## src/rtl/pdm_pcm_fifo_if.sv

```systemverilog
// pdm_pcm_fifo_if: bundles the capture, readout and status signals of the PCM sample FIFO.
//   master : driver side (decimator strobe + CPU register interface)
//   slave  : the FIFO itself
// Signals:
//   en, flush, pcm_in, pcm_valid  capture control and sample input
//   rd_en, rd_data                pop strobe and show-ahead head entry
//   empty, full, level            fill status
//   threshold, irq                level-threshold interrupt
//   overflow, ovf_clear           sticky drop flag and its clear pulse
interface pdm_pcm_fifo_if #(
  parameter int unsigned WIDTH = 16,
  parameter int unsigned AW    = 3
);
  logic             en;
  logic             flush;
  logic [WIDTH-1:0] pcm_in;
  logic             pcm_valid;
  logic             rd_en;
  logic [WIDTH-1:0] rd_data;
  logic             empty;
  logic             full;
  logic [AW:0]      level;
  logic [AW:0]      threshold;
  logic             irq;
  logic             overflow;
  logic             ovf_clear;

  modport master (
    output en, flush, pcm_in, pcm_valid, rd_en, threshold, ovf_clear,
    input  rd_data, empty, full, level, irq, overflow
  );

  modport slave (
    input  en, flush, pcm_in, pcm_valid, rd_en, threshold, ovf_clear,
    output rd_data, empty, full, level, irq, overflow
  );
endinterface

```

## src/rtl/pdm_pcm_fifo.sv

```systemverilog
// pdm_pcm_fifo: sample buffer behind the CIC3 PDM decimator. Captures each PCM word strobed
// by pcm_valid, holds it for the CPU, and reports fill level, a sticky overflow flag and a
// level-threshold interrupt so samples can be read in bursts.
// Ports:
//   clk    system clock
//   rst_n  synchronous reset, active low
//   bus    pdm_pcm_fifo_if slave modport (capture, readout and status signals)
module pdm_pcm_fifo #(
  parameter int unsigned WIDTH = 16,
  parameter int unsigned DEPTH = 8,  // power of 2, >= 2
  parameter int unsigned AW    = 3   // log2(DEPTH)
) (
  input logic            clk,
  input logic            rst_n,
  pdm_pcm_fifo_if.slave  bus
);

  localparam logic [AW:0] FullLevel = (AW+1)'(DEPTH);

  logic [WIDTH-1:0] mem [DEPTH];

  logic [AW-1:0] wr_ptr_q, wr_ptr_d;
  logic [AW-1:0] rd_ptr_q, rd_ptr_d;
  logic [AW:0]   level_q, level_d;
  logic          overflow_q, overflow_d;

  logic empty, full, push, pop, do_write, drop;

  assign empty = (level_q == '0);
  assign full  = (level_q == FullLevel);
  assign push  = bus.en & bus.pcm_valid;
  assign pop   = bus.rd_en & ~empty;
  // When full, a coincident pop frees the slot being written, so the push still lands.
  assign do_write = push & (~full | pop);
  assign drop     = push & full & ~pop;

  always_comb begin
    wr_ptr_d   = wr_ptr_q;
    rd_ptr_d   = rd_ptr_q;
    level_d    = level_q;
    // Set wins over clear; a sample discarded by flush is not a drop.
    overflow_d = (overflow_q & ~bus.ovf_clear) | (drop & ~bus.flush);

    if (bus.flush) begin
      wr_ptr_d = '0;
      rd_ptr_d = '0;
      level_d  = '0;
    end else begin
      if (do_write) wr_ptr_d = wr_ptr_q + AW'(1);
      if (pop)      rd_ptr_d = rd_ptr_q + AW'(1);
      unique case ({do_write, pop})
        2'b10:   level_d = level_q + (AW+1)'(1);
        2'b01:   level_d = level_q - (AW+1)'(1);
        default: level_d = level_q;
      endcase
    end
  end

  always_ff @(posedge clk) begin
    if (!rst_n) begin
      wr_ptr_q   <= '0;
      rd_ptr_q   <= '0;
      level_q    <= '0;
      overflow_q <= 1'b0;
    end else begin
      wr_ptr_q   <= wr_ptr_d;
      rd_ptr_q   <= rd_ptr_d;
      level_q    <= level_d;
      overflow_q <= overflow_d;
    end
  end

  // Storage needs no reset; stale entries are never visible because rd_data masks on empty.
  always_ff @(posedge clk) begin
    if (do_write && !bus.flush) begin
      mem[wr_ptr_q] <= bus.pcm_in;
    end
  end

  assign bus.rd_data  = empty ? '0 : mem[rd_ptr_q];
  assign bus.empty    = empty;
  assign bus.full     = full;
  assign bus.level    = level_q;
  assign bus.overflow = overflow_q;
  // threshold above DEPTH can never be reached, so irq stays low without a special case.
  assign bus.irq      = (bus.threshold != '0) && (level_q >= bus.threshold);

endmodule
```

## src/flat_wrapper.sv

```systemverilog
// flat-port wrapper written by rule: the top's interface ports become plain ports
module pdm_pcm_fifo_flat 
#(
  parameter int unsigned WIDTH = 16,
  parameter int unsigned DEPTH = 8,                     
  parameter int unsigned AW    = 3                 
)
  (clk, rst_n, bus_en, bus_flush, bus_pcm_in, bus_pcm_valid, bus_rd_en, bus_threshold, bus_ovf_clear, bus_rd_data, bus_empty, bus_full, bus_level, bus_irq, bus_overflow);
  pdm_pcm_fifo_if #(.WIDTH(WIDTH), .AW(AW)) bus_i ();
  input logic clk;
  input logic rst_n;
  input wire logic [$bits(bus_i.en)-1:0] bus_en;
  input wire logic [$bits(bus_i.flush)-1:0] bus_flush;
  input wire logic [$bits(bus_i.pcm_in)-1:0] bus_pcm_in;
  input wire logic [$bits(bus_i.pcm_valid)-1:0] bus_pcm_valid;
  input wire logic [$bits(bus_i.rd_en)-1:0] bus_rd_en;
  input wire logic [$bits(bus_i.threshold)-1:0] bus_threshold;
  input wire logic [$bits(bus_i.ovf_clear)-1:0] bus_ovf_clear;
  output wire logic [$bits(bus_i.rd_data)-1:0] bus_rd_data;
  output wire logic [$bits(bus_i.empty)-1:0] bus_empty;
  output wire logic [$bits(bus_i.full)-1:0] bus_full;
  output wire logic [$bits(bus_i.level)-1:0] bus_level;
  output wire logic [$bits(bus_i.irq)-1:0] bus_irq;
  output wire logic [$bits(bus_i.overflow)-1:0] bus_overflow;
  assign bus_i.en = bus_en;
  assign bus_i.flush = bus_flush;
  assign bus_i.pcm_in = bus_pcm_in;
  assign bus_i.pcm_valid = bus_pcm_valid;
  assign bus_i.rd_en = bus_rd_en;
  assign bus_i.threshold = bus_threshold;
  assign bus_i.ovf_clear = bus_ovf_clear;
  assign bus_rd_data = bus_i.rd_data;
  assign bus_empty = bus_i.empty;
  assign bus_full = bus_i.full;
  assign bus_level = bus_i.level;
  assign bus_irq = bus_i.irq;
  assign bus_overflow = bus_i.overflow;
  pdm_pcm_fifo #(.WIDTH(WIDTH), .DEPTH(DEPTH), .AW(AW)) u_core (.clk(clk), .rst_n(rst_n), .bus(bus_i));
endmodule
```

## config.mk

```make
export PLATFORM = sky130hd
export DESIGN_NAME = pdm_pcm_fifo_flat
export DESIGN_NICKNAME = d
export VERILOG_FILES = /design/src/rtl/pdm_pcm_fifo_if.sv /design/src/rtl/pdm_pcm_fifo.sv /design/src/flat_wrapper.sv
export SDC_FILE = /design/constraint.sdc
export NUM_CORES = 1
export LEC_CHECK = 0
export CORE_ASPECT_RATIO = 1.1
export CORE_MARGIN = 1
export CORE_UTILIZATION = 65
export CTS_BUF_LIST = sky130_fd_sc_hd__clkbuf_8
export DETAILED_ROUTE_END_ITERATION = 8
export DONT_BUFFER_PORTS = 1
export PLACE_DENSITY = 0.87
export SLEW_MARGIN = 20
export SYNTH_ARGS = -nofsm -noshare
export SYNTH_HDL_FRONTEND = slang
export SYNTH_SLANG_ARGS = --single-unit
```

## constraint.sdc

```tcl
create_clock -name clk -period 2.6 [get_ports clk]
set_input_delay 0.26 -clock clk [delete_from_list [all_inputs] [get_ports clk]]
set_output_delay 0.26 -clock clk [all_outputs]
set_load 0.01 [all_outputs]
```

Word-level counts from Yosys, hierarchy flattened
Memory sizes are Yosys's and may differ from the RTL's. A register that Yosys moved wholly into a read port is not among the register bits.
Cells that the tools add are included.

storage, ports and cells
  bits in registers = 11
  input port bits = 27
  memory bits (writable) = 128
  bits in read-only memories = 0
  memories kept = 1
  logic and storage cells = 41
  latch bits = 0
  output and inout bits = 24

cells by class
  equal/unequal tests = 3
  divide/modulo/power cells = 0
  shift-type cells = 0
  $lt $le $gt $ge = 1
  reduce and logical (&&, ||, !) cells = 7
  add/sub/neg operators = 4
  mux-type cells = 6
  multiply operators = 0
  bitwise gates (word level) = 15

memories
  name        words  width  read ports  clocked after memory_dff  write ports  line                text
  u_core.mem  8      16     1           1                         1            pdm_pcm_fifo.sv:20  logic [WIDTH-1:0] mem [DEPTH];

operators by type and width
  cell                                                  number
  two-way mux 16 bit                                    1
  one-hot mux 4 bit (2 select lines)                    1
  bitwise AND 1 bit                                     7
  adder 3 x 1 -> 3 bit (second input constant)          2
  two-way mux 3 bit                                     2
  inverter 1 bit                                        6
  adder 4 x 1 -> 4 bit (second input constant)          1
  equality test 4 bit (second input constant)           1
  greater-or-equal comparator 4 bit                     1
  logical NOT 4 bit                                     1
  nonzero test 4 bit                                    1
  subtractor 4 x 1 -> 4 bit (second input constant)     1
  equality test 2 x 1 -> 1 bit (second input constant)  1
  equality test 2 bit (second input constant)           1
  logical AND 1 bit                                     2
  two-way mux 1 bit                                     2
  bitwise OR 1 bit                                      2
  nonzero test 2 bit                                    1
  OR reduction 2 bit                                    1
  logical NOT 1 bit                                     1

Depth between registers and ports, before layout
  depth after elaboration = 8
  mapped depth = 9
  gate-level depth less buffers = 9

Least setup slack after synthesis
OpenSTA, ideal clock, no wires.

  path type = register to register
  start point = register u_core.level_q[1], in the netlist u_core.bus.level[1]
  end point = memory u_core.mem[1][0] (enable)
  clock period less this slack = 2517 ps
  setup slack = 83 ps
  stages on the path, launching flop included = 6
  library setup time = 409 ps
  buffers on the path = 1
  required time = 2191 ps
  arrival time = 2108 ps
  path through = dfxtp_1 buf_2 nor3_1 nand2_1 nand3_1 nor3_1

on the way
  word-level cells in the longest chain between the ends = 8
  elaborated cells on any way between the ends = 10
  classes of those cells = eq/ne: 1; mux: 2; bitwise: 5; reduce/logical: 2

ends and longest elaborated chain
  what                                       line                text
  from (decl)                                pdm_pcm_fifo.sv:24  logic [AW:0] level_q, level_d;
  from (signal assigned)                     pdm_pcm_fifo.sv:68  level_q <= level_d;
  logical NOT 4 bit                          pdm_pcm_fifo.sv:29  assign empty = (level_q == '0);
  inverter 1 bit                             pdm_pcm_fifo.sv:32  assign pop = bus.rd_en & ~empty;
  bitwise AND 1 bit                          pdm_pcm_fifo.sv:32
  bitwise OR 1 bit *                         pdm_pcm_fifo.sv:34  assign do_write = push & (~full | pop);
  bitwise AND 1 bit *                        pdm_pcm_fifo.sv:34
  logical AND 1 bit *                        pdm_pcm_fifo.sv:75  if (do_write && !bus.flush) begin
  two-way mux 1 bit *                        pdm_pcm_fifo.sv:75
  two-way mux 1 bit (not written as such) *  pdm_pcm_fifo.sv:76  mem[wr_ptr_q] <= bus.pcm_in;
  to (decl)                                  pdm_pcm_fifo.sv:20

Every way passes the cells marked *; elsewhere a longest branch is shown, timed or not.

==> run summary <==
Mean number of vias per cell: 6.21
Ordered cell list for the critical path: buf_12 > mux4_2 > mux2i_1 > nor2_1
TritonCTS clock tree: built
Delay of the slowest critical-path stage: 0.54 ns
Top sig layer: met4
Maximum fanout count along the critical path: 24
Crit Path Class: reg2out
Synth Instances: 310
Global-route wire length before repair: 16800 µm
Antenna cell count: 0
Average routed wire per standard cell: 23.4 µm
Cell depth of the worst min-delay path: 2
Global-route total usage across every layer: 26.4%
Sink Count: 142
Hold Path Class: in2reg
Slew HR: 63.9%
Wire length reported by the detailed router: 11100 µm
Startpoint of the worst register-to-register path: u_core.bus.level[1]
Postcts setup bufs: 0
Final Hold Viols: 0
Buf+Inv Stages, Crit Path: 1
Endpoint of the worst-slack reg-to-reg timing path: u_core.bus.level[1]
Final critical path time including I/O delays and setup: 2.37 ns
First-pass detailed-route iteration total: 4
Share of the core filled with cells: 78.3%
Number of cells on the critical path: 4
Metal2 WL: 5930 µm
Starting Density: 67.6%
Max cap viols: 0
Synth Area per Inst: 18.4 µm²
Status: completed
Top cell family by delay on the critical path: multiplexers
TritonCTS Buffers: 17
DRC marker count from the first detailed-route iteration: 217
Detailed Place HPWL: 6450 µm
Worst reg-to-reg path cell count: 6
Critical path startpoint category: flip-flop
Core region area: 8450 µm²
Post-synth net total: 344
GRT overflow: 0
Worst-margin pin slew: 0.536 ns
Pins over their slew limit: 0
Synth-to-layout area growth: 15.7%
H-tree depth: 4
Largest buffer count on any clock path: 2
Worst path required time: 2.34 ns
Met3 WL post-DR: 672 µm
Total negative setup slack: 0 ns
VDD IR-drop max: 0.510 mV
Number of distinct library cells after synthesis: 39
Vert. Die Dim: 100 µm
Max Fclk: 421 MHz
WL met1: 4220 µm
Total of flip-flops plus latches after synthesis: 142
Static leakage: 2.15 nW
Final-report setup violation count: 0
Portion of the clock cycle consumed by the worst path in the final layout: 91.3%
Final weighted congestion in routability-driven placement: 0.852
Nets@finish: 386
Vias in the first global route: 3058
Number of I/O pins: 51
Crit path arrival time: 2.11 ns
Post-cts resize count: 0
Number of warnings reported in the yosys synthesis log: 0
CTS Root Cell: sky130_fd_sc_hd__clkbuf_8
Clock Skew: 0.00854 ns
Slowest-stage cell, CP: sky130_fd_sc_hd__dfxtp_2
Overall die width: 91.4 µm
Sequential fraction of the synthesis area: 72.2%
Fraction of layout instances using a drive strength above 1: 25.0%
Antenna violations before repair: 0
Power Density: 712 nW/µm²
Standard-cell rows: 35
Final antenna-violating net count: 0
Clock transition at the register clock pins on the worst setup and hold paths after CTS: 0.08 ns
Die outline area: 9170 µm²
Unrepaired setup endpoints after global routing: no
Cell area after technology mapping: 5710 µm²
HP Start: bus_rd_en
Later-pin clock latency in the skew report: 0.43 ns
Worst R2R Setup Slack: 0.43 ns
Kind of end point of the critical path: output pin
Hold Crit Endpoint: u_core.bus.level[1]
Vias post-DR: 2952
Buffers on Ports: 0
Largest net degree at the start of global routing: 33
Remaining design rule violation count: 0
-- power breakdown --
group	internal, mW	leakage, nW	switching (mW)
Sequential	2.49	1.27	0.00985
Combinational	0.0632	0.640	0.0895
Clock	1.24	0.242	0.815
-- per-stage QoR --
step           hold WS, ns  setup slack (ns)  cell area [µm²]  total power, mW  cells
3_3_place_gp         0.359             0.529             5960             2.66    426
3_5_place_dp         0.359             0.430             5960             2.66    426
5_1_grt             0.0233            0.0867             6610             4.84    475
6_report            0.0407             0.225             6610             4.71    475
2_1_floorplan        0.359            0.0828             5710             2.64    310
4_1_cts             0.0213             0.174             6610             4.73    475
-- Yosys cell counts (all sizes together) --
library cell / number / area (µm²)
a2111oi: 1 / 15.0
a211o: 1 / 8.76
a211oi: 3 / 22.5
a21o: 1 / 7.51
a21oi: 3 / 15.0
and2: 2 / 12.5
buf: 6 / 35.0
clkbuf: 9 / 33.8
clkinv: 1 / 8.76
dfxtp: 14 / 280
edfxtp: 128 / 3840
ha: 7 / 87.6
inv: 5 / 18.8
mux2: 1 / 11.3
mux2i: 18 / 180
mux4: 32 / 721
nand2: 7 / 26.3
nand2b: 5 / 31.3
nand3: 4 / 20.0
nand3b: 1 / 7.51
nand4: 1 / 6.26
nor2: 33 / 124
nor2b: 1 / 6.26
nor3: 7 / 40.0
nor4: 2 / 12.5
nor4b: 1 / 8.76
o211ai: 1 / 7.51
o21a: 3 / 22.5
o21ai: 3 / 15.0
o31ai: 1 / 7.51
o32ai: 1 / 8.76
o41ai: 1 / 16.3
or3: 1 / 6.26
or4: 1 / 11.3
xnor2: 1 / 8.76
xor2: 3 / 26.3
-- worst reg2reg max path: stages, from the launching register on --
cell,delay [ns]
sky130_fd_sc_hd__dfxtp_1,0.47
sky130_fd_sc_hd__o41ai_2,0.58
sky130_fd_sc_hd__o31ai_1,0.12
sky130_fd_sc_hd__ha_1,0.34
sky130_fd_sc_hd__a21oi_1,0.07
sky130_fd_sc_hd__o21a_1,0.18
sky130_fd_sc_hd__a2111oi_2,0.31
-- registers in the layout, summed over array words and instances, names as in the netlist, named ones only --
signal and cells:
u_core.bus.overflow 1, u_core.bus.level 4, u_core.rd_ptr_q 3, u_core.mem 128
u_core.wr_ptr_q 3
-- per-layer routing --
layer	vias up	track usage (%)
met3	22	7.20
met2	115	43.5
li1	1316	-
met5	-	0
met4	0	13.8
met1	1499	32.4
-- layout make-up --
class	count	area (µm²)
repair buffers	38	343
multi-input cells	147	1500
well taps	111	139
fillers	422	1840
clock buffers	17	234
clock inverters	14	241
flip-flops and latches	142	4130
inverters	6	27.5
-- worst max-delay path by stage --
stage                        start             endpoint
5_1_grt                  flip-flop      bus_rd_data[13]
2_1_floorplan  u_core.bus.level[1]     u_core.mem[1][0]
3_5_place_dp   u_core.bus.level[1]  u_core.bus.level[1]
4_1_cts                  flip-flop       bus_rd_data[0]
3_3_place_gp   u_core.bus.level[1]  u_core.bus.level[1]
6_report                 flip-flop       bus_rd_data[0]
-- cell usage in the layout, fill, tap and decap left out, types with 2 or more instances in the layout --
cell type                       count
sky130_fd_sc_hd__clkinv_4           5
sky130_fd_sc_hd__nor2_1            33
sky130_fd_sc_hd__nand2_1            7
sky130_fd_sc_hd__and2_1             2
sky130_fd_sc_hd__bufinv_16          6
sky130_fd_sc_hd__nand3_1            4
sky130_fd_sc_hd__o21ai_0            3
sky130_fd_sc_hd__a21oi_1            3
sky130_fd_sc_hd__nor3_1             4
sky130_fd_sc_hd__o21a_1             3
sky130_fd_sc_hd__edfxtp_1         128
sky130_fd_sc_hd__dfxtp_1           13
sky130_fd_sc_hd__mux4_2            32
sky130_fd_sc_hd__xor2_1             3
sky130_fd_sc_hd__clkbuf_8          17
sky130_fd_sc_hd__nor3_2             3
sky130_fd_sc_hd__nor4_1             2
sky130_fd_sc_hd__a211oi_1           3
sky130_fd_sc_hd__buf_4             19
sky130_fd_sc_hd__nand2b_1           5
sky130_fd_sc_hd__dlygate4sd3_1     18
sky130_fd_sc_hd__ha_1               7
sky130_fd_sc_hd__inv_6              2
sky130_fd_sc_hd__mux2i_1           18
sky130_fd_sc_hd__inv_1              6
-- kinds of logic after synthesis --
family | count (synthesis) | share of synthesized area, %
DFF | 142 | 72.2
and+or+nand+nor | 66 | 5.47
muxes | 51 | 16.0
buffers and inverters | 21 | 1.69
AOI/OAI and AO/OA | 19 | 2.56
adders and majority gates | 7 | 1.53
xor gates and xnor gates | 4 | 0.613
-- repair_timing --
action | CTS | global route
hold buffers | 18 | 0
setup endpoints to repair | 0 | 0
endpoints found under the hold margin | 131 | 0
No activity file was read; power rests on OpenSTA's default activity.
